### src/rtl/bridge_timer.sv
// bridge_timer -- memory-mapped countdown timer on the CPU bridge bus.
// Registers: CTRL (+0x0), PRESET (+0x4), COUNT (+0x8, read-only).
// Raises irq = CTRL.IM & irq_flag when COUNT expires.
// Optional feature macro: TIMER_PRESCALE_EN. When it is defined, COUNT steps
// once every PRESCALE clocks. When it is undefined, COUNT steps every clock.
module bridge_timer #(
   parameter int PRESCALE = 4
) (
   input  logic        clk,
   input  logic        reset,
   input  logic        sel,
   input  logic [1:0]  addr,
   input  logic        we,
   input  logic [31:0] din,
   output logic [31:0] dout,
   output logic        irq
);

   typedef enum logic [1:0] {
      S_IDLE = 2'd0,
      S_LOAD = 2'd1,
      S_CNT  = 2'd2,
      S_INT  = 2'd3
   } state_t;

   state_t      state_q;
   logic [3:0]  ctrl_q;      // {IM, Mode[1:0], En}
   logic [31:0] preset_q;
   logic [31:0] count_q;
   logic        irq_flag_q;

   logic ctrl_en;
   logic ctrl_im;
   logic auto_reload;
   logic ctrl_wr;
   logic preset_wr;
   logic cnt_tick;
   logic expire;

   assign ctrl_en     = ctrl_q[0];
   assign ctrl_im     = ctrl_q[3];
   // Mode 1x has no meaning of its own and behaves as one-shot.
   assign auto_reload = (ctrl_q[2:1] == 2'b01);
   assign ctrl_wr     = sel && we && (addr == 2'd0);
   assign preset_wr   = sel && we && (addr == 2'd1);

`ifdef TIMER_PRESCALE_EN
   localparam int PSC_W = (PRESCALE > 1) ? $clog2(PRESCALE) : 1;
   localparam logic [PSC_W-1:0] PSC_LAST = PSC_W'(PRESCALE - 1);

   logic [PSC_W-1:0] psc_q;

   // Prescaler: free-runs only while counting is enabled in CNT.
   // It is held at zero elsewhere, so every LOAD starts a full period.
   always_ff @(posedge clk) begin
      if (!reset) begin
         psc_q <= '0;
      end else if ((state_q != S_CNT) || !ctrl_en) begin
         psc_q <= '0;
      end else if (psc_q == PSC_LAST) begin
         psc_q <= '0;
      end else begin
         psc_q <= psc_q + 1'b1;
      end
   end

   assign cnt_tick = (psc_q == PSC_LAST);
`else
   assign cnt_tick = 1'b1;
`endif

   assign expire = (state_q == S_CNT) && ctrl_en && cnt_tick && (count_q <= 32'd1);

   // Timer FSM plus CPU register writes. The CPU write is placed after the FSM
   // update so that it takes priority over the FSM clearing En in INT.
   always_ff @(posedge clk) begin
      // NOTE: all state updates use <= so that every branch reads the
      // pre-edge values, whatever the statement order.
      if (!reset) begin
         state_q    <= S_IDLE;
         ctrl_q     <= '0;
         preset_q   <= '0;
         count_q    <= '0;
         irq_flag_q <= 1'b0;
      end else begin
         case (state_q)
            S_IDLE: begin
               if (ctrl_en) state_q <= S_LOAD;
            end
            S_LOAD: begin
               count_q <= preset_q;
               state_q <= S_CNT;
            end
            S_CNT: begin
               if (ctrl_en && cnt_tick) begin
                  if (count_q > 32'd1) begin
                     count_q <= count_q - 32'd1;
                  end else begin
                     // A count of 0 or 1 expires here, so COUNT never wraps.
                     count_q <= '0;
                     state_q <= S_INT;
                  end
               end
            end
            S_INT: begin
               if (auto_reload) begin
                  state_q <= S_LOAD;
               end else begin
                  ctrl_q[0] <= 1'b0;
                  state_q   <= S_IDLE;
               end
            end
            default: state_q <= S_IDLE;
         endcase

         if (preset_wr) preset_q <= din;
         if (ctrl_wr)   ctrl_q   <= din[3:0];

         // Expiry beats a simultaneous CTRL write, so the interrupt is never lost.
         if (expire) begin
            irq_flag_q <= 1'b1;
         end else if (ctrl_wr || ((state_q == S_INT) && auto_reload)) begin
            irq_flag_q <= 1'b0;
         end
      end
   end

   // Read mux: decoded from addr alone.
   always_comb begin
      // NOTE: default assignment first, so no path leaves dout unassigned
      // (no latch).
      dout = '0;
      case (addr)
         2'd0:    dout = {28'd0, ctrl_q};
         2'd1:    dout = preset_q;
         2'd2:    dout = count_q;
         default: dout = '0;
      endcase
   end

   assign irq = ctrl_im && irq_flag_q;

endmodule

### config.mk
export PLATFORM = sky130hd
export DESIGN_NAME = bridge_timer
export DESIGN_NICKNAME = d
export VERILOG_FILES = /design/src/rtl/bridge_timer.sv
export SDC_FILE = /design/constraint.sdc
export NUM_CORES = 1
export LEC_CHECK = 0
export CAP_MARGIN = 20
export CORE_ASPECT_RATIO = 1.5
export CORE_UTILIZATION = 40
export DETAILED_ROUTE_END_ITERATION = 10
export SLEW_MARGIN = 20
export SYNTH_ARGS = -nofsm -noshare
export SYNTH_HDL_FRONTEND = slang
export SYNTH_SLANG_ARGS = --single-unit
### constraint.sdc
create_clock -name clk -period 4.85 [get_ports clk]
set_input_delay 0.97 -clock clk [delete_from_list [all_inputs] [get_ports clk]]
set_output_delay 0.97 -clock clk [all_outputs]
set_load 0.02 [all_outputs]
==> out/results.txt <==
status - complete, no violations
post-synth net total - 570
global-route wire length before repair - 18700 um
initial antenna violation count - 0
Syn. warnings - 0
CP arrival - 3.00 ns
Worst Hold Class - flip-flop to flip-flop
final setup fails - 0
max-cap violations - 0
Via-to-Cell Ratio - 5.78
Root Driver - clkbuf_16
DRT antenna net count - 0
worst slew pin tran - 1.05 ns
DRT iter0 DRCs - 214
Chip Width - 83.4 um
fraction of registers with async set/reset - 0%
Layout area overhead - 25.7%
H-Tree Depth - 3
number of global-route vias before repair - 3733
worst hold slack - 0.474 ns
Mapped Cells - 526
First-pass DRT Iterations - 5
count leader, synth - nand2_1
fin crit share - 81.8%
CTS tree - yes
Routed WL per cell - 16.6 um
Max Buffers Root-to-Sink - 2
Post-synth EDFFs - 0
worst-skew pair later-pin latency - 0.34 ns
CTS sink cnt - 71
Clock Skew - 0.00863 ns
Max Freq - 0.252 GHz
Die ar. - 0.0103 mm^2
crit path cell chain - clkdlybuf4s50_1 > nor2b_2 > buf_4 > a22o_1 > clkdlybuf4s50_1
unrepaired setup endpoints after global routing - false
Setup crit end kind - primary output
layout net count - 620
CP Class - input pin to primary output
total gr overflow - 0
fillers - 975
peak supply drop - 0.000331 V
n_diodes - 0
sequential-to-total area share from yosys stat - 35.8%
total core area - 0.00969 mm^2
worst rel slew slack - 29.9%
number of buffers inserted during clock tree synthesis - 9
PortBufs - 70
final count of hold timing violations - 0
synth top area cells - dfxtp_1, nand2_1, a21oi_1
Worst setup SP type - input pin
CP Max Fanout - 28
max-slew violation count - 0
Pleak - 0.00179 uW
# rows - 44
post-synth top area share - 35.8%
design area - 0.00499 mm^2
largest net degree at the start of global routing - 35
Tmin final - 3.97 ns
most frequent CP cell - clkdlybuf4s50_1
Ports - 71
Synth Area per Inst - 7.56 um^2
Mapped Area - 0.00398 mm^2
commonest cells in the synthesized netlist - nand2_1, a21oi_1, dfxtp_1, o21ai_0, clkbuf_1
Pwr Density - 644 mW/mm^2
effective utilization at floorplan - 41.0%
Seq cells post-synth - 71
final setup TNS - 0 ns
total wire length - 11600 um
# resized after CTS - 0
Synth area leader - dfxtp_1
drt drc - 0
DP Area - 0.00472 mm^2
setup bufs post-CTS - 0
total number of vias - 4024
Data required, critical path - 3.88 ns
Tot GR Track Use - 23.1%
DP HPWL - 7810 um
top_reg_cell synth - dfxtp_1
post-synth cell types - 56
die height - 124 um
final core occ - 51.5%
clock-pin slew on the worst setup and hold paths - 0.05 ns
Final Wtd Congestion - 0.820
delay-heaviest family, CP - buffers and inverters
count of buffer and inverter cells on the critical path - 3
crit path max-delay cell type - clkdlybuf4s50_1
fraction of layout cells with a size suffix above 1 - 6.71%
hold_buf cts - 0
Max stage delay on crit path - 0.67 ns
through the flow:
step           total power (uW)  instances  worst slack [ns]
2_1_floorplan              2200        526              1.62
3_3_place_gp               2570        680             0.936
3_5_place_dp               2600        680             0.899
4_1_cts                    3220        696             0.888
5_1_grt                    3460        696             0.776
6_report                   3220        696             0.884
power by group:
| part | switching, uW | internal (uW) |
|---|---|---|
| clock | 243 | 370 |
| sequential | 171 | 692 |
| combinational | 1070 | 664 |
routing by layer:
metal  global-route usage, %  vias to the layer above  part of all wire (%)
li1                        -                     2004                     -
met1                    27.1                     1874                    43
met2                    41.6                      128                    50
met3                    3.45                       18                   4.8
met4                    10.2                        0                   2.2
met5                       0                        -                     0
worst reg2reg max path: cells and delay by family (launching register included):
kind,cells,cell delay (ns)
flip-flops,1,0.42
AO/OA/AOI/OAI,4,1.49
AND/OR/NAND/NOR,2,0.99
cells by family after synthesis:
| kind of cell | count (synthesis) | synth area share, % |
|---|---|---|
| xor+xnor | 6 | 1.32 |
| buf+inv | 46 | 4.82 |
| mux | 9 | 2.27 |
| simple gates | 207 | 25.0 |
| flops | 71 | 35.8 |
| compound gates | 181 | 28.9 |
| fa+ha+maj | 6 | 1.89 |
layout by cell type, fill, tap and decap left out, types with 4 or more instances in the layout:
master / n
dfxtp_1: 71
clkdlybuf4s50_1: 70
nand2_1: 101
o21ai_0: 47
and3_1: 4
nor3_1: 14
buf_4: 7
a211oi_1: 6
nand3_1: 10
clkbuf_16: 9
a21oi_1: 71
mux2i_1: 9
a22o_1: 27
inv_1: 8
clkinv_2: 4
nand3b_1: 4
ha_1: 6
nor4_1: 11
nor2_1: 33
worst paths after layout:
kind	depth (start not counted)	slack [ns]	from	end
max	5	0.88	addr[1]	dout[19]
min	2	0.47	preset_q[15]	preset_q[15]
max reg2reg	6	1.87	count_q[7]	state_q[0]
min reg2reg	2	0.47	preset_q[15]	preset_q[15]
sequential cells by signal, summed over array words and instances (netlist names):
| name | flops |
|---|---|
| count_q | 32 |
| irq_flag_q | 1 |
| ctrl_q | 4 |
| state_q | 2 |
| preset_q | 32 |
area by class of cell:
cell class / count / area [um^2] / area share, %
Clock inverter: 4 / 20.0 / 0.401
Inverter: 8 / 30.0 / 0.601
Tap cell: 115 / 144 / 2.88
Clock buffer: 12 / 256 / 5.14
Timing Repair Buffer: 77 / 753 / 15.1
Sequential cell: 71 / 1420 / 28.5
Multi-Input combinational cell: 409 / 2370 / 47.4
(Power assumes the default switching activity.)
